--- src/rtl/hazard_sequencer_if.sv ---
// Hazard control bundle between the pipeline buffers and hazard_sequencer.
// The pipeline side (master) presents the EXM/decode status; the sequencer
// (slave) returns stall/flush/select controls combinationally in the same cycle.
//
// Control semantics: there is no valid/ready pairing on this bundle. Every
// input is a level qualified by the current clock cycle only. Every output is
// meaningful in the cycle it is asserted and must be acted on in that same
// cycle by the F/D and D/EXM buffers and the fetch PC mux.
interface hazard_sequencer_if #(
    parameter int PC_WIDTH   = 32,
    parameter int MEM_WIDTH  = 16,
    parameter int REG_ADDR_W = 3
);
    localparam int WORDS = PC_WIDTH / MEM_WIDTH;
    localparam int CW    = (WORDS > 1) ? $clog2(WORDS) : 1;

    // EXM stage status
    logic                  i_push_pc;
    logic                  i_pop_pc;
    logic                  i_branch_decision;
    logic                  i_exm_mem_read;
    logic                  i_exm_write_back;
    logic [REG_ADDR_W-1:0] i_exm_rd;

    // Decode stage status
    logic [REG_ADDR_W-1:0] i_dec_rs;
    logic [REG_ADDR_W-1:0] i_dec_rd;
    logic                  i_dec_use_rs;
    logic                  i_dec_use_rd;

    // External interrupt request
    logic                  i_interrupt;

    // Buffer and fetch controls
    logic                  o_stall_f_d;
    logic                  o_stall_d_em;
    logic                  o_flush_f_d;
    logic                  o_flush_d_em;
    logic                  o_branch_decision;
    logic [CW-1:0]         o_word_sel;
    logic                  o_busy;
    logic                  o_int_inject;
    logic                  o_int_pending;

    modport master (
        output i_push_pc, i_pop_pc, i_branch_decision,
        output i_exm_mem_read, i_exm_write_back, i_exm_rd,
        output i_dec_rs, i_dec_rd, i_dec_use_rs, i_dec_use_rd,
        output i_interrupt,
        input  o_stall_f_d, o_stall_d_em, o_flush_f_d, o_flush_d_em,
        input  o_branch_decision, o_word_sel, o_busy,
        input  o_int_inject, o_int_pending
    );

    modport slave (
        input  i_push_pc, i_pop_pc, i_branch_decision,
        input  i_exm_mem_read, i_exm_write_back, i_exm_rd,
        input  i_dec_rs, i_dec_rd, i_dec_use_rs, i_dec_use_rd,
        input  i_interrupt,
        output o_stall_f_d, o_stall_d_em, o_flush_f_d, o_flush_d_em,
        output o_branch_decision, o_word_sel, o_busy,
        output o_int_inject, o_int_pending
    );
endinterface

--- src/rtl/hazard_sequencer.sv ---
// Pipeline hazard controller for the F / D / EXM / WB pipeline.
// Resolves, in priority order: multi-word PC push/pop sequencing, taken
// branches, load-use bubbles and interrupt injection. All controls are
// combinational from the registered state and the current inputs; reset
// forces every control low immediately.
module hazard_sequencer #(
    parameter int PC_WIDTH   = 32,
    parameter int MEM_WIDTH  = 16,
    parameter int REG_ADDR_W = 3,
    parameter int INT_ENABLE = 1
) (
    input logic                i_clk,
    input logic                i_reset,
    hazard_sequencer_if.slave  bus
);
    localparam int WORDS = PC_WIDTH / MEM_WIDTH;
    localparam int CW    = (WORDS > 1) ? $clog2(WORDS) : 1;

    // Index of the final PC word of a push/pop sequence.
    localparam logic [CW-1:0] LAST_WORD = CW'(WORDS - 1);

    typedef enum logic {
        IDLE = 1'b0,
        SEQ  = 1'b1
    } state_t;

    state_t        state_q, state_d;
    logic [CW-1:0] cnt_q, cnt_d;
    logic          pend_q, pend_d;
    logic          int_prev_q;

    // Local copies of the register addresses at this block's own width.
    logic [REG_ADDR_W-1:0] exm_rd;
    logic [REG_ADDR_W-1:0] dec_rs;
    logic [REG_ADDR_W-1:0] dec_rd;

    logic          pc_op;
    logic          load_use;
    logic          int_req;
    logic          int_rise;
    logic          take_int;

    logic          stall_f_d_c;
    logic          stall_d_em_c;
    logic          flush_f_d_c;
    logic          flush_d_em_c;
    logic          branch_c;
    logic [CW-1:0] word_sel_c;
    logic          busy_c;
    logic          inject_c;

    assign exm_rd = bus.i_exm_rd;
    assign dec_rs = bus.i_dec_rs;
    assign dec_rd = bus.i_dec_rd;

    // Simultaneous push and pop is a single sequence; both walk the words alike.
    assign pc_op = bus.i_push_pc | bus.i_pop_pc;

    // Loaded value is not available to decode until it reaches WB.
    assign load_use = bus.i_exm_mem_read & bus.i_exm_write_back &
                      ((bus.i_dec_use_rs & (dec_rs == exm_rd)) |
                       (bus.i_dec_use_rd & (dec_rd == exm_rd)));

    // Interrupt requests are recognised on their rising edge so a held level
    // is taken only once; with the feature absent the request is discarded.
    assign int_req  = (INT_ENABLE != 0) ? bus.i_interrupt : 1'b0;
    assign int_rise = int_req & ~int_prev_q;

    // Next-state and control decode; defaults first, then the priority chain.
    always_comb begin
        state_d      = state_q;
        cnt_d        = cnt_q;
        stall_f_d_c  = 1'b0;
        stall_d_em_c = 1'b0;
        flush_f_d_c  = 1'b0;
        flush_d_em_c = 1'b0;
        branch_c     = 1'b0;
        word_sel_c   = '0;
        busy_c       = 1'b0;
        inject_c     = 1'b0;
        take_int     = 1'b0;

        case (state_q)
            IDLE: begin
                if (pc_op) begin
                    // Word 0 goes out this cycle.
                    word_sel_c = '0;
                    if (WORDS == 1) begin
                        // Single-word PC: word 0 is also the final word.
                        branch_c     = bus.i_branch_decision;
                        flush_f_d_c  = bus.i_branch_decision;
                        flush_d_em_c = bus.i_branch_decision;
                    end else begin
                        stall_f_d_c  = 1'b1;
                        stall_d_em_c = 1'b1;
                        state_d      = SEQ;
                        cnt_d        = CW'(1);
                    end
                end else if (bus.i_branch_decision) begin
                    branch_c     = 1'b1;
                    flush_f_d_c  = 1'b1;
                    flush_d_em_c = 1'b1;
                end else if (load_use) begin
                    // One bubble: hold fetch/decode, squash what enters EXM.
                    stall_f_d_c  = 1'b1;
                    flush_d_em_c = 1'b1;
                end else if (pend_q) begin
                    // Decode swaps in the interrupt push; the fetched word is dropped.
                    inject_c    = 1'b1;
                    flush_f_d_c = 1'b1;
                    take_int    = 1'b1;
                end
            end

            SEQ: begin
                word_sel_c = cnt_q;
                busy_c     = 1'b1;
                if (cnt_q == LAST_WORD) begin
                    // Only the final word may redirect fetch (ret/rti target).
                    branch_c     = bus.i_branch_decision;
                    flush_f_d_c  = bus.i_branch_decision;
                    flush_d_em_c = bus.i_branch_decision;
                    state_d      = IDLE;
                    cnt_d        = '0;
                end else begin
                    stall_f_d_c  = 1'b1;
                    stall_d_em_c = 1'b1;
                    cnt_d        = cnt_q + CW'(1);
                end
            end

            default: begin
                state_d = IDLE;
                cnt_d   = '0;
            end
        endcase

        // A new request edge in the taking cycle survives the clear.
        pend_d = int_rise | (pend_q & ~take_int);
    end

    // State, word counter, pending flag and interrupt edge history.
    always_ff @(posedge i_clk or negedge i_reset) begin
        if (!i_reset) begin
            state_q    <= IDLE;
            cnt_q      <= '0;
            pend_q     <= 1'b0;
            int_prev_q <= 1'b0;
        end else begin
            state_q    <= state_d;
            cnt_q      <= cnt_d;
            pend_q     <= pend_d;
            int_prev_q <= int_req;
        end
    end

    // Controls are forced low while reset is asserted, independent of inputs.
    assign bus.o_stall_f_d       = i_reset & stall_f_d_c;
    assign bus.o_stall_d_em      = i_reset & stall_d_em_c;
    assign bus.o_flush_f_d       = i_reset & flush_f_d_c;
    assign bus.o_flush_d_em      = i_reset & flush_d_em_c;
    assign bus.o_branch_decision = i_reset & branch_c;
    assign bus.o_word_sel        = i_reset ? word_sel_c : '0;
    assign bus.o_busy            = i_reset & busy_c;
    assign bus.o_int_inject      = i_reset & inject_c;
    assign bus.o_int_pending     = i_reset & pend_q;
endmodule

--- src/flat_wrapper.sv ---
// flat-port wrapper written by rule: the top's interface ports become plain ports
module hazard_sequencer_flat 
#(
    parameter int PC_WIDTH   = 32,
    parameter int MEM_WIDTH  = 16,
    parameter int REG_ADDR_W = 3,
    parameter int INT_ENABLE = 1
)
  (i_clk, i_reset, bus_i_push_pc, bus_i_pop_pc, bus_i_branch_decision, bus_i_exm_mem_read, bus_i_exm_write_back, bus_i_exm_rd, bus_i_dec_rs, bus_i_dec_rd, bus_i_dec_use_rs, bus_i_dec_use_rd, bus_i_interrupt, bus_o_stall_f_d, bus_o_stall_d_em, bus_o_flush_f_d, bus_o_flush_d_em, bus_o_branch_decision, bus_o_word_sel, bus_o_busy, bus_o_int_inject, bus_o_int_pending);
  hazard_sequencer_if #(.PC_WIDTH(PC_WIDTH), .MEM_WIDTH(MEM_WIDTH), .REG_ADDR_W(REG_ADDR_W)) bus_i ();
  input logic i_clk;
  input logic i_reset;
  input wire logic [$bits(bus_i.i_push_pc)-1:0] bus_i_push_pc;
  input wire logic [$bits(bus_i.i_pop_pc)-1:0] bus_i_pop_pc;
  input wire logic [$bits(bus_i.i_branch_decision)-1:0] bus_i_branch_decision;
  input wire logic [$bits(bus_i.i_exm_mem_read)-1:0] bus_i_exm_mem_read;
  input wire logic [$bits(bus_i.i_exm_write_back)-1:0] bus_i_exm_write_back;
  input wire logic [$bits(bus_i.i_exm_rd)-1:0] bus_i_exm_rd;
  input wire logic [$bits(bus_i.i_dec_rs)-1:0] bus_i_dec_rs;
  input wire logic [$bits(bus_i.i_dec_rd)-1:0] bus_i_dec_rd;
  input wire logic [$bits(bus_i.i_dec_use_rs)-1:0] bus_i_dec_use_rs;
  input wire logic [$bits(bus_i.i_dec_use_rd)-1:0] bus_i_dec_use_rd;
  input wire logic [$bits(bus_i.i_interrupt)-1:0] bus_i_interrupt;
  output wire logic [$bits(bus_i.o_stall_f_d)-1:0] bus_o_stall_f_d;
  output wire logic [$bits(bus_i.o_stall_d_em)-1:0] bus_o_stall_d_em;
  output wire logic [$bits(bus_i.o_flush_f_d)-1:0] bus_o_flush_f_d;
  output wire logic [$bits(bus_i.o_flush_d_em)-1:0] bus_o_flush_d_em;
  output wire logic [$bits(bus_i.o_branch_decision)-1:0] bus_o_branch_decision;
  output wire logic [$bits(bus_i.o_word_sel)-1:0] bus_o_word_sel;
  output wire logic [$bits(bus_i.o_busy)-1:0] bus_o_busy;
  output wire logic [$bits(bus_i.o_int_inject)-1:0] bus_o_int_inject;
  output wire logic [$bits(bus_i.o_int_pending)-1:0] bus_o_int_pending;
  assign bus_i.i_push_pc = bus_i_push_pc;
  assign bus_i.i_pop_pc = bus_i_pop_pc;
  assign bus_i.i_branch_decision = bus_i_branch_decision;
  assign bus_i.i_exm_mem_read = bus_i_exm_mem_read;
  assign bus_i.i_exm_write_back = bus_i_exm_write_back;
  assign bus_i.i_exm_rd = bus_i_exm_rd;
  assign bus_i.i_dec_rs = bus_i_dec_rs;
  assign bus_i.i_dec_rd = bus_i_dec_rd;
  assign bus_i.i_dec_use_rs = bus_i_dec_use_rs;
  assign bus_i.i_dec_use_rd = bus_i_dec_use_rd;
  assign bus_i.i_interrupt = bus_i_interrupt;
  assign bus_o_stall_f_d = bus_i.o_stall_f_d;
  assign bus_o_stall_d_em = bus_i.o_stall_d_em;
  assign bus_o_flush_f_d = bus_i.o_flush_f_d;
  assign bus_o_flush_d_em = bus_i.o_flush_d_em;
  assign bus_o_branch_decision = bus_i.o_branch_decision;
  assign bus_o_word_sel = bus_i.o_word_sel;
  assign bus_o_busy = bus_i.o_busy;
  assign bus_o_int_inject = bus_i.o_int_inject;
  assign bus_o_int_pending = bus_i.o_int_pending;
  hazard_sequencer #(.PC_WIDTH(PC_WIDTH), .MEM_WIDTH(MEM_WIDTH), .REG_ADDR_W(REG_ADDR_W), .INT_ENABLE(INT_ENABLE)) u_core (.i_clk(i_clk), .i_reset(i_reset), .bus(bus_i));
endmodule
--- config.mk ---
export PLATFORM = sky130hd
export DESIGN_NAME = hazard_sequencer_flat
export DESIGN_NICKNAME = d
export VERILOG_FILES = /design/src/rtl/hazard_sequencer_if.sv /design/src/rtl/hazard_sequencer.sv /design/src/flat_wrapper.sv
export SDC_FILE = /design/constraint.sdc
export NUM_CORES = 1
export LEC_CHECK = 0
export CAP_MARGIN = 20
export CORE_AREA = 2 2 39 41
export CTS_BUF_LIST = sky130_fd_sc_hd__clkbuf_4
export CTS_CLUSTER_SIZE = 30
export DETAILED_ROUTE_END_ITERATION = 6
export DIE_AREA = 0 0 41 43
export GPL_TIMING_DRIVEN = 1
export PLACE_DENSITY = 0.72
export SLEW_MARGIN = 15
export SYNTH_ARGS = -nofsm -noshare
export SYNTH_HDL_FRONTEND = slang
export SYNTH_SLANG_ARGS = --single-unit
--- constraint.sdc ---
create_clock -name i_clk -period 3.1 [get_ports i_clk]
set_input_delay 0.62 -clock i_clk [delete_from_list [all_inputs] [get_ports i_clk]]
set_output_delay 0.62 -clock i_clk [all_outputs]
set_load 0.01 [all_outputs]
**Word-level counts from Yosys, hierarchy flattened**

Index checks and enable logic that the tools add are counted.

- Multipliers: 0
- Divide/modulo/power cells: 0
- Shift-type cells: 0
- Muxes and demuxes: 28
- Order comparisons: 0
- Equality and inequality tests: 3
- $add $sub $neg: 1
- Bitwise gates (word level): 20
- Reductions and logical operators: 0

Operator list:

| kind | count |
|---|---|
| 2-to-1 mux 1 bit | 21 |
| bitwise AND 1 bit | 14 |
| case mux 1 bit (2 select lines) | 7 |
| == test 3 bit | 2 |
| NOT 1 bit | 3 |
| OR 1 bit | 3 |
| != test 2 x 1 -> 1 bit, second input constant | 1 |
| adder 1 bit, second input constant | 1 |

- Bits in read-only memories: 0
- Bits in latches: 0
- Bits in registers: 4
- RAM bits: 0
- Logic and storage cells: 56
- Memories kept: 0

**Logic depth before layout (Yosys ltp)**

Gate-level depths: netlist (run 1).

- Depth in word-level cells: 11
- Gate-level depth with buffers: 4

**Worst setup path before layout (run 1)**

OpenSTA, ideal clock, no wires.

- Path type: input to output
- Start: input bus_i_pop_pc
- End: output bus_o_flush_f_d
- Setup slack: 1.179 ns
- Stages: 4
- Path buffers: 0
- Required time: 2.480 ns
- Arrival time: 1.301 ns
- Path through: nor3_2 a21oi_2 nor2_4 o21bai_1

- Cells in the longest elaborated chain, start to end: 4

Ends and longest elaborated chain:

| what | RTL line | text |
|---|---|---|
| start, declared | flat_wrapper.sv:14 | `input wire logic [$bits(bus_i.i_pop_pc)-1:0] bus_i_pop_pc;` |
| OR 1 bit | hazard_sequencer.sv:57 | `assign pc_op = bus.i_push_pc \| bus.i_pop_pc;` |
| 2-to-1 mux 1 bit | hazard_sequencer.sv:85 | `if (pc_op) begin` |
| case mux 1 bit (2 select lines) | hazard_sequencer.sv:83 | `case (state_q)` |
| bitwise AND 1 bit | hazard_sequencer.sv:160 | `assign bus.o_flush_f_d = i_reset & flush_f_d_c;` |
| end, declared | flat_wrapper.sv:26 | `output wire logic [$bits(bus_i.o_flush_f_d)-1:0] bus_o_flush_f_d;` |

Every way passes these cells.

**Final worst setup path (run 1)**

- Start: input bus_i_exm_rd[0]
- End: output bus_o_flush_d_em

- Cells in the longest elaborated chain, start to end: 9

Ends and longest elaborated chain:

| what | RTL line | text |
|---|---|---|
| start, declared | flat_wrapper.sv:18 | `input wire logic [$bits(bus_i.i_exm_rd)-1:0] bus_i_exm_rd;` |
| == test 3 bit (on tied branches) | hazard_sequencer.sv:61, hazard_sequencer.sv:62 |  |
| bitwise AND 1 bit (on tied branches) | hazard_sequencer.sv:61, hazard_sequencer.sv:62 |  |
| OR 1 bit (*) | hazard_sequencer.sv:61 | `((bus.i_dec_use_rs & (dec_rs == exm_rd)) \|` |
| bitwise AND 1 bit (*) | hazard_sequencer.sv:60 | `assign load_use = bus.i_exm_mem_read & bus.i_exm_write_back &` |
| 2-to-1 mux 1 bit (*) | hazard_sequencer.sv:103 | `end else if (load_use) begin` |
| 2-to-1 mux 1 bit (*) | hazard_sequencer.sv:99 | `end else if (bus.i_branch_decision) begin` |
| 2-to-1 mux 1 bit (*) | hazard_sequencer.sv:85 |  |
| case mux 1 bit (2 select lines) (*) | hazard_sequencer.sv:83 |  |
| bitwise AND 1 bit (*) | hazard_sequencer.sv:161 | `assign bus.o_flush_d_em = i_reset & flush_d_em_c;` |
| end, declared | flat_wrapper.sv:27 | `output wire logic [$bits(bus_i.o_flush_d_em)-1:0] bus_o_flush_d_em;` |

Every way passes the cells marked *; elsewhere a longest branch is shown, timed or not.

==> run summary, run 1 <==
status - completed
Initial DRC Count - 3
gr usage total - 12.1%
DRT antenna net count - 0
commonest non-fill, non-tap cell in the layout - clkdlybuf4s50_1
vias in the first global route - 384
Final Total Pwr - 0.334 mW
Combinational Power Share - 53.6%
Resize count post-CTS - 0
period utilisation layout - 95.6%
pwr dens - 507 nW/um^2
largest family of logic cells by synthesized area - simple AND/OR/NAND/NOR gates
Post-Synth XOR/XNOR Area - 15.5%
Placer Congestion - 0.706
die area - 1760 sq um
simple logic cell fraction of the synthesized area - 37.3%
TNS Setup - 0 ns
H-Tree Depth - 1
switch share - 33.3%
P&R area growth vs syn - 94.5%
Least-Margin Pin Slew - 0.351 ns
largest net degree at the start of global routing - 8
synth warn - 0
switching power - 0.111 mW
Clock Tree Buf Depth - 2
layout cell share with drive strength beyond 1 - 19.1%
Synth top area share - 29.5%
most frequent cells in the layout - clkdlybuf4s50_1 (27), xnor2_1 (6), nand2_1 (5)
Synth Area in Compound Gates - 17.7%
Residual DRC - 0
final setup fails - 0
RSZ-0062 raised after global routing - no
clock root buffer - clkbuf_4
core area - 1380 sq um
CTS tree - yes
dpl cell area - 637 sq um
Fmax - 337 MHz
slowest cell on the critical path - clkdlybuf4s50_1
DR WL/cell - 9.67 microns
1st-pass router iterations - 2
DR vias/cell - 4.48
Internal - 0.223 mW
flops & latches, synth - 4
Fillers - 137
I/O pin cnt - 28
WL final - 812 microns
critical path arrival - 2.34 ns
die width - 41 microns
maximum vdd ir drop - 0.000320 V
cell area after synthesis - 339 sq um
initial antenna violation count - 0
CP most frequent cell - clkdlybuf4s50_1
routed via count - 376
CTS buffer count - 3
proportion of synthesized area in mux cells - 0%
Sink Count - 4
Period minus WS final - 2.96 ns
Gate Count Post-Synth - 37
Clock Latency Late Sink - 0.24 ns
hold buffer count at CTS - 0
critical path class - primary input to output pin
Req. time, crit path - 2.48 ns
clock-pin slew on the worst setup and hold paths - 0.04 ns
IO buf count - 27
HP Class - register to register
Final Max Slew Viols - 0
final hold violations - 0
hpwl dp - 720 microns
Remaining Overflow, GRT - 0
Initial Util - 24.5%
startpoint types - primary input
top post-synthesis cells by area - dfrtp_1 (30%), xnor2_1 (15%), nor3_2 (5.9%)
syn_nets - 56
P_leak - 0.242 nW
Relative slew margins - 76.5%
Max-cap violations - 0
sequential fraction of the synthesis area - 29.5%
worst-path maximum fanout - 4
crit-path cells - clkdlybuf4s50_1 -> xnor2_1 -> nand4_1 -> a21oi_2 -> a31o_1 -> clkdlybuf4s50_1
area share of fa/ha/maj cells after synthesis - 0%
fin area - 659 sq um
Rows - 14
clock power share - 19.5%
CP endpoint kind - output pin
# nets final - 89
Post-CTS Setup Bufs - 0
Die H - 43 microns
Seq pwr share - 26.8%
antenna diode count - 0
Final Skew - 0.00288 ns
crit-path max cell delay - 0.53 ns
first-pass GRT wire length - 1480 microns
post-synth cell types - 21
average size of a mapped cell - 9.16 sq um
area leader, netlist - dfrtp_1
[power groups by stage]
stage	clock (mW)	sequential, mW	combinational (mW)
final	0.0652	0.0897	0.179
after global routing	0.0747	0.0925	0.195
after CTS	0.0698	0.0900	0.182
after detailed placement	0	0.0907	0.181
after global placement	0	0.0901	0.179
after floorplan	0	0.0868	0.0898
[cells in the mapped netlist (all sizes together)]
master and number:
xnor2 6, nand3 1, o21bai 1, a31o 1
and2 2, nor3 3, a21o 1, o21a 1
and3 1, nor2b 1, nor2 3, o221a 1
a21oi 2, or3 1, nand2 5, nand3b 1
nand4 2, dfrtp 4
[logic make-up (layout without fill, tap and decap cells)]
kind of cell    count (synthesis)  after routing
flops                           4              4
buf+inv                         0             31
compound gates                  7              7
xor+xnor                        6              6
simple gates                   20             20
[layer usage]
metal	share of wire, %	global-route usage (%)	vias to the layer above
met1	42	14.6	161
met2	48	18.4	21
li1	-	-	194
met3	10	6.81	0
met4	0	2.00	0
met5	0	0	-
[worst max-delay path, delay by kind of cell]
family	cells	cell delay (ns)
buf+inv	2	1.04
compound gates	2	0.41
xor+xnor	1	0.13
simple gates	1	0.15
[area by class of cell]
class                   count  area (sq um)  area share (%)
flip-flops and latches      4           100            15.2
clock buffers               3          22.5            3.42
repair buffers             28           278            42.1
multi-input cells          33           239            36.2
well taps                  16          20.0            3.04
[sequential cells by signal, summed over array words and instances (netlist names)]
register,cells
u_core.cnt_q,1
u_core.pend_q,1
u_core.state_q,1
u_core.int_prev_q,1
[stage by stage]
step / setup slack, ns / hold slack, ns / cells / util [%]
after floorplan: 1.18 / 0.324 / 37 / -
after global placement: 0.146 / 0.524 / 81 / 46.0
after detailed placement: 0.132 / 0.530 / 81 / 46.0
after CTS: 0.126 / 0.538 / 84 / 47.6
after global routing: 0.00714 / 0.545 / 84 / 47.6
final: 0.137 / 0.535 / 84 / 47.6
[worst paths after layout]
kind | start | to | slack [ns] | depth (start not counted)
setup / recovery | bus_i_exm_rd[0] | bus_o_flush_d_em | 0.14 | 6
hold / removal | u_core.cnt_q$_DFFE_PN0P_ | u_core.state_q$_DFF_PN0_ | 0.53 | 1
setup reg to reg | u_core.state_q$_DFF_PN0_ | u_core.pend_q$_DFF_PN0_ | 1.87 | 4
hold reg to reg | u_core.cnt_q$_DFFE_PN0P_ | u_core.state_q$_DFF_PN0_ | 0.53 | 1
max in group asynchronous | i_reset | u_core.state_q$_DFF_PN0_ | 2.23 | 2
min in group asynchronous | i_reset | u_core.cnt_q$_DFFE_PN0P_ | 0.76 | 2
No activity file was read; power rests on OpenSTA's default activity.
==> inputs of run 2 (changes only) <==
--- a/config.mk
+++ b/config.mk
@@ -7,7 +7,6 @@
 export LEC_CHECK = 0
 export CAP_MARGIN = 20
 export CORE_AREA = 2 2 39 41
-export CTS_BUF_LIST = sky130_fd_sc_hd__clkbuf_4
 export CTS_CLUSTER_SIZE = 30
 export DETAILED_ROUTE_END_ITERATION = 6
 export DIE_AREA = 0 0 41 43
==> constraint.sdc (replaced) <==
create_clock -name i_clk -period 3.6 [get_ports i_clk]
set_input_delay 0.72 -clock i_clk [delete_from_list [all_inputs] [get_ports i_clk]]
set_output_delay 0.72 -clock i_clk [all_outputs]
set_load 0.01 [all_outputs]
==> run 2 against run 1 <==
Effect of this change: routed wire length down 1.7%; sequential cell count unchanged; via count fell by 0.53%; critical path depth unchanged; cell count shrank 1.2%; clock power fell by 15%; register-to-register slack improved by 0.49 ns; total power down 15%; clock skew down 0.0018 ns; first-iteration DRC count shrank 100%; combinational power fell by 16%; sequential power is 14% lower; critical path type unchanged; highest routed layer unchanged.
==> run summary, run 2 (synthesis gave the netlist of run 1 again) <==
Fillers - 142 (+3.6%)
routed via count - 374 (-0.53%)
HP Class - register to register
Clock Tree Buf Depth - 2 (unchanged)
clock-pin slew on the worst setup and hold paths - 0.04 ns (about the same)
Sink Count - 4 (unchanged)
worst-path maximum fanout - 4 (unchanged)
met3 WL - 63 microns (-26%)
P_leak - 0.237 nW (-2.0%)
worst-case hold slack - 0.532 ns (-0.00301 ns)
period utilisation layout - 87.7%
DR vias/cell - 4.51 (+0.67%)
Met1 Wirelength - 324 microns (-4.4%)
Clock Latency Late Sink - 0.23 ns (about the same)
pre-CTS setup slack - 0.438 ns (+0.307 ns)
clock root buffer - clkbuf_4
clock power share - 19.6% (about the same)
first-pass GRT wire length - 1370 microns (-7.9%)
Least-Margin Pin Slew - 0.325 ns (-0.0256 ns)
pwr dens - 436 nW/um^2 (-14%)
hold buffer count at CTS - 0 (unchanged)
Period minus WS final - 3.16 ns
layout cell share with drive strength beyond 1 - 17.9% (-1.2 points)
I/O pin cnt - 28 (unchanged)
vias in the first global route - 366 (-4.7%)
largest net degree at the start of global routing - 11 (+3)
Fmax - 317 MHz
Req. time, crit path - 2.88 ns (+0.40 ns)
CTS buffer count - 3 (unchanged)
Initial DRC Count - 0 (-3)
Initial Util - 24.5% (unchanged)
Die H - 43 microns (unchanged)
met2 routed WL - 410 microns (+5.9%)
Internal - 0.191 mW (-14%)
Remaining Overflow, GRT - 0 (unchanged)
hpwl dp - 704 microns (-2.2%)
top routing layer in use - met3
DR WL/cell - 9.61 microns (-0.54%)
critical path arrival - 2.44 ns (+0.10 ns)
final setup fails - 0 (unchanged)
Relative slew margins - 78.2% (+1.7 points)
P&R area growth vs syn - 92.3%
RSZ-0062 raised after global routing - no
initial antenna violation count - 0 (unchanged)
switch share - 32.8% (-0.48 points)
Max-cap violations - 0 (unchanged)
most frequent cells in the layout - clkdlybuf4s50_1 (27), xnor2_1 (6), nand2_1 (5)
switching power - 0.0932 mW (-16%)
DRT antenna net count - 0 (unchanged)
commonest non-fill, non-tap cell in the layout - clkdlybuf4s50_1
1st-pass router iterations - 1 (-1)
Combinational Power Share - 53.2% (-0.4 points)
H-Tree Depth - 1 (unchanged)
die width - 41 microns (unchanged)
core area - 1380 sq um (unchanged)
Final Total Pwr - 0.284 mW (-15%)
CTS tree - yes
startpoint types - primary input
Resize count post-CTS - 0 (unchanged)
# nets final - 88 (-1.1%)
Placer Congestion - 0.681 (-3.5%)
Rows - 14 (unchanged)
Post-CTS Setup Bufs - 0 (unchanged)
gr usage total - 11.2% (-0.90 points)
Final Max Slew Viols - 0 (unchanged)
Seq pwr share - 27.2% (+0.4 points)
Residual DRC - 0 (unchanged)
antenna diode count - 0 (unchanged)
status - completed
WL final - 798 microns (-1.7%)
die area - 1760 sq um (unchanged)
critical path class - primary input to output pin
final hold violations - 0 (unchanged)
Final Skew - 0.00110 ns (-0.00178 ns)
CP endpoint kind - output pin
Final WS setup - 0.441 ns (+0.304 ns)
IO buf count - 27 (unchanged)
TNS Setup - 0 ns (unchanged)
maximum vdd ir drop - 0.000186 V (-42%)
-- run 2: changes by cell type in the layout (fill, tap and decap cells not counted), sizes merged --
cell  previous run  this run
buf              1         0
-- run 2: per-stage QoR --
stage          utilization (%)  cells  instance area, sq um
2_1_floorplan                -     37                   339
3_3_place_gp              45.5     80                   629
3_5_place_dp              45.5     80                   629
4_1_cts                   47.1     83                   652
5_1_grt                   47.1     83                   652
6_report                  47.1     83                   652
-- run 2: routing by layer --
metal	vias up	global-route usage [%]
li1	194	-
met1	161	13.4
met2	19	17.2
met3	0	4.71
met4	0	4.00
met5	-	0
-- run 2: final timing paths --
path / startpoint / end / slack [ns] / depth (start not counted)
max: bus_i_exm_rd[1] / bus_o_flush_d_em / 0.44 / 6
min: u_core.cnt_q$_DFFE_PN0P_ / u_core.state_q$_DFF_PN0_ / 0.53 / 1
max reg2reg: u_core.state_q$_DFF_PN0_ / u_core.pend_q$_DFF_PN0_ / 2.36 / 4
min reg2reg: u_core.cnt_q$_DFFE_PN0P_ / u_core.state_q$_DFF_PN0_ / 0.53 / 1
max in group asynchronous: i_reset / u_core.pend_q$_DFF_PN0_ / 2.61 / 1
min in group asynchronous: i_reset / u_core.cnt_q$_DFFE_PN0P_ / 0.75 / 1
-- run 2: power by group through the flow --
stage / clock (mW) / combinational, mW / sequential [mW]
after global routing: 0.0628 / 0.166 / 0.0792
final: 0.0557 / 0.151 / 0.0773
after CTS: 0.0590 / 0.154 / 0.0776
after global placement: 0 / 0.153 / 0.0776
after floorplan: 0 / 0.0773 / 0.0747
after detailed placement: 0 / 0.154 / 0.0782
-- run 2: cell type report --
class | instances | area [sq um] | area share, %
Multi-Input combinational cell | 33 | 239 | 36.7
Tap cell | 16 | 20.0 | 3.07
Sequential cell | 4 | 100 | 15.4
Timing Repair Buffer | 27 | 270 | 41.5
Clock buffer | 3 | 22.5 | 3.45
-- run 2: worst max-delay path: stages --
cell,delay (ns)
clkdlybuf4s50_1,0.51
xnor2_1,0.13
nand4_1,0.15
a21oi_2,0.24
a31o_1,0.17
clkdlybuf4s50_1,0.52
==> inputs of run 3 (changes only) <==
--- a/config.mk
+++ b/config.mk
@@ -6,12 +6,12 @@
 export NUM_CORES = 1
 export LEC_CHECK = 0
 export CAP_MARGIN = 20
-export CORE_AREA = 2 2 39 41
+export CORE_MARGIN = 4
+export CORE_UTILIZATION = 25
 export CTS_CLUSTER_SIZE = 30
 export DETAILED_ROUTE_END_ITERATION = 6
-export DIE_AREA = 0 0 41 43
 export GPL_TIMING_DRIVEN = 1
-export PLACE_DENSITY = 0.72
+export PLACE_DENSITY = 0.71
 export SLEW_MARGIN = 15
 export SYNTH_ARGS = -nofsm -noshare
 export SYNTH_HDL_FRONTEND = slang
==> constraint.sdc (replaced) <==
create_clock -name i_clk -period 3.6 [get_ports i_clk]
set_input_delay 0.72 -clock i_clk [delete_from_list [all_inputs] [get_ports i_clk]]
set_output_delay 0.72 -clock i_clk [all_outputs]
set_load 0.005 [all_outputs]
==> run 3 against run 2 <==
Effect of this change: die area up 14%; cell count down 1.2%; non-clock buffer count unchanged; clock-buffer cell count unchanged; core utilization up 3.5 points; sequential cell count unchanged; sequential share of layout area about the same; maximum frequency up 0.51%; critical path type unchanged; critical endpoint unchanged; largest cell class unchanged.
==> run summary, run 3 (synthesis gave the netlist of run 1 again) <==
status - completed
die area - 2010 sq um (+14%)
Final WS setup - 0.457 ns (+0.0161 ns)
Placer Congestion - 0.727 (+6.7%)
pre-CTS setup slack - 0.433 ns (-0.00573 ns)
Reg area - 100 sq um (unchanged)
critical path buffer and inverter count - 2 (unchanged)
Residual DRC - 0 (unchanged)
period utilisation layout - 87.3% (-0.45 points)
Max-cap violations - 0 (unchanged)
critical path class - primary input to output pin
Clock Latency Late Sink - 0.23 ns (about the same)
crit-path cells - clkdlybuf4s50_1 -> xnor2_1 -> nand4_1 -> a21oi_2 -> a31o_1 -> clkdlybuf4s50_1
crit-path max cell delay - 0.51 ns (about the same)
Die H - 44.8 microns (+4.2%)
Fillers - 134 (-5.6%)
gr usage total - 9.70% (-1.5 points)
Finished Core Util - 50.6% (+3.5 points)
hold buffer count at CTS - 0 (unchanged)
Resize count post-CTS - 0 (unchanged)
first-pass GRT wire length - 1390 microns (+1.5%)
routed via count - 394 (+5.3%)
1st-pass router iterations - 3 (+2)
largest net degree at the start of global routing - 11 (unchanged)
clock-pin slew on the worst setup and hold paths - 0.04 ns (about the same)
most frequent cells in the layout - clkdlybuf4s50_1 (27), xnor2_1 (6), nand2_1 (5)
DR vias/cell - 4.80 (+6.6%)
dpl cell area - 628 sq um (-0.20%)
H-Tree Depth - 1 (unchanged)
hpwl dp - 797 microns (+13%)
core area - 1280 sq um (-7.1%)
Final Non-Filler Cells - 82 (-1.2%)
critical path arrival - 2.42 ns (-0.02 ns)
Rows - 13 (-1)
final hold violations - 0 (unchanged)
HP Class - register to register
worst r2r dst - u_core.pend_q$_DFF_PN0_
Fmax - 318 MHz (+0.51%)
clock root buffer - clkbuf_4
fin area - 651 sq um (-0.19%)
Sink Count - 4 (unchanged)
Least-Margin Pin Slew - 0.334 ns (+0.00901 ns)
FF-to-FF Start - u_core.state_q$_DFF_PN0_
Initial Util - 26.4% (+1.9 points)
DR WL/cell - 10.6 microns (+10%)
die width - 44.8 microns (+9.3%)
commonest non-fill, non-tap cell in the layout - clkdlybuf4s50_1
vias in the first global route - 392 (+7.1%)
Relative slew margins - 77.6% (-0.60 points)
area of the multi-input gates - 239 sq um (unchanged)
flop2flop setup slack - 2.38 ns (+0.02 ns)
WL final - 870 microns (+9.0%)
CTS tree - yes
placed instance count - 79 (-1.3%)
Clock Tree Buf Depth - 2 (unchanged)
CP top delay family - buffers and inverters
min-delay src - u_core.cnt_q$_DFFE_PN0P_
final setup fails - 0 (unchanged)
hold path endpoint - u_core.state_q$_DFF_PN0_
layout cell share with drive strength beyond 1 - 17.9% (unchanged)
P_leak - 0.237 nW (unchanged)
slowest cell on the critical path - clkdlybuf4s50_1
RSZ-0062 raised after global routing - no
antenna diode count - 0 (unchanged)
Remaining Overflow, GRT - 0 (unchanged)
Final Skew - 0.00128 ns (+0.000181 ns)
maximum vdd ir drop - 0.000203 V (+8.8%)
IO buf count - 27 (unchanged)
# nets final - 88 (unchanged)
CP endpoint kind - output pin
DRT antenna net count - 0 (unchanged)
TNS Setup - 0 ns (unchanged)
Period minus WS final - 3.14 ns (-0.0161 ns)
Req. time, crit path - 2.88 ns (about the same)
worst-path maximum fanout - 4 (unchanged)
Post-CTS Setup Bufs - 0 (unchanged)
I/O pin cnt - 28 (unchanged)
initial antenna violation count - 0 (unchanged)
Hold Crit Depth - 1 (unchanged)
Reg2Reg Depth - 4 (unchanged)
P&R area growth vs syn - 91.9%
pwr dens - 423 nW/um^2 (-3.0%)
CP most frequent cell - clkdlybuf4s50_1
Final Max Slew Viols - 0 (unchanged)
startpoint types - primary input
CTS buffer count - 3 (unchanged)
Initial DRC Count - 3 (+3)
-- run 3: stage by stage --
stage | power [mW] | hold WS, ns
3_3_place_gp | 0.223 | 0.531
4_1_cts | 0.282 | 0.539
5_1_grt | 0.299 | 0.564
2_1_floorplan | 0.142 | 0.424
6_report | 0.275 | 0.535
3_5_place_dp | 0.223 | 0.532
-- run 3: worst max path at each step --
stage	startpoint	end	slack [ns]	cells after the start
2_1_floorplan	bus_i_exm_rd[1]	bus_o_flush_d_em	1.52	4
3_3_place_gp	bus_i_exm_rd[0]	bus_o_flush_d_em	0.45	6
3_5_place_dp	bus_i_exm_rd[2]	bus_o_flush_d_em	0.43	6
4_1_cts	bus_i_exm_rd[2]	bus_o_flush_d_em	0.42	6
5_1_grt	bus_i_exm_rd[2]	bus_o_flush_d_em	0.35	6
6_report	bus_i_exm_rd[2]	bus_o_flush_d_em	0.46	6
-- run 3: power breakdown --
group          leakage, nW  internal, mW  total (mW)  switching [mW]
clock               0.0138        0.0373      0.0550          0.0178
sequential          0.0438        0.0607      0.0776          0.0169
combinational        0.180        0.0927       0.142          0.0498
-- run 3: routing by layer --
layer | wire (microns) | share of wire, % | global-route usage [%] | vias up
met5 | 0 | 0 | 0 | -
met3 | 104 | 12 | 5.98 | 0
met1 | 294 | 34 | 9.00 | 180
met2 | 470 | 54 | 17.2 | 21
li1 | - | - | - | 193
met4 | 0 | 0 | 3.51 | 0
-- run 3: layout make-up --
| class | count | share of cell area, % |
|---|---|---|
| Timing Repair Buffer | 27 | 41.5 |
| Multi-Input combinational cell | 33 | 36.7 |
| Sequential cell | 4 | 15.4 |
| Clock buffer | 3 | 3.46 |
| Tap cell | 15 | 2.88 |
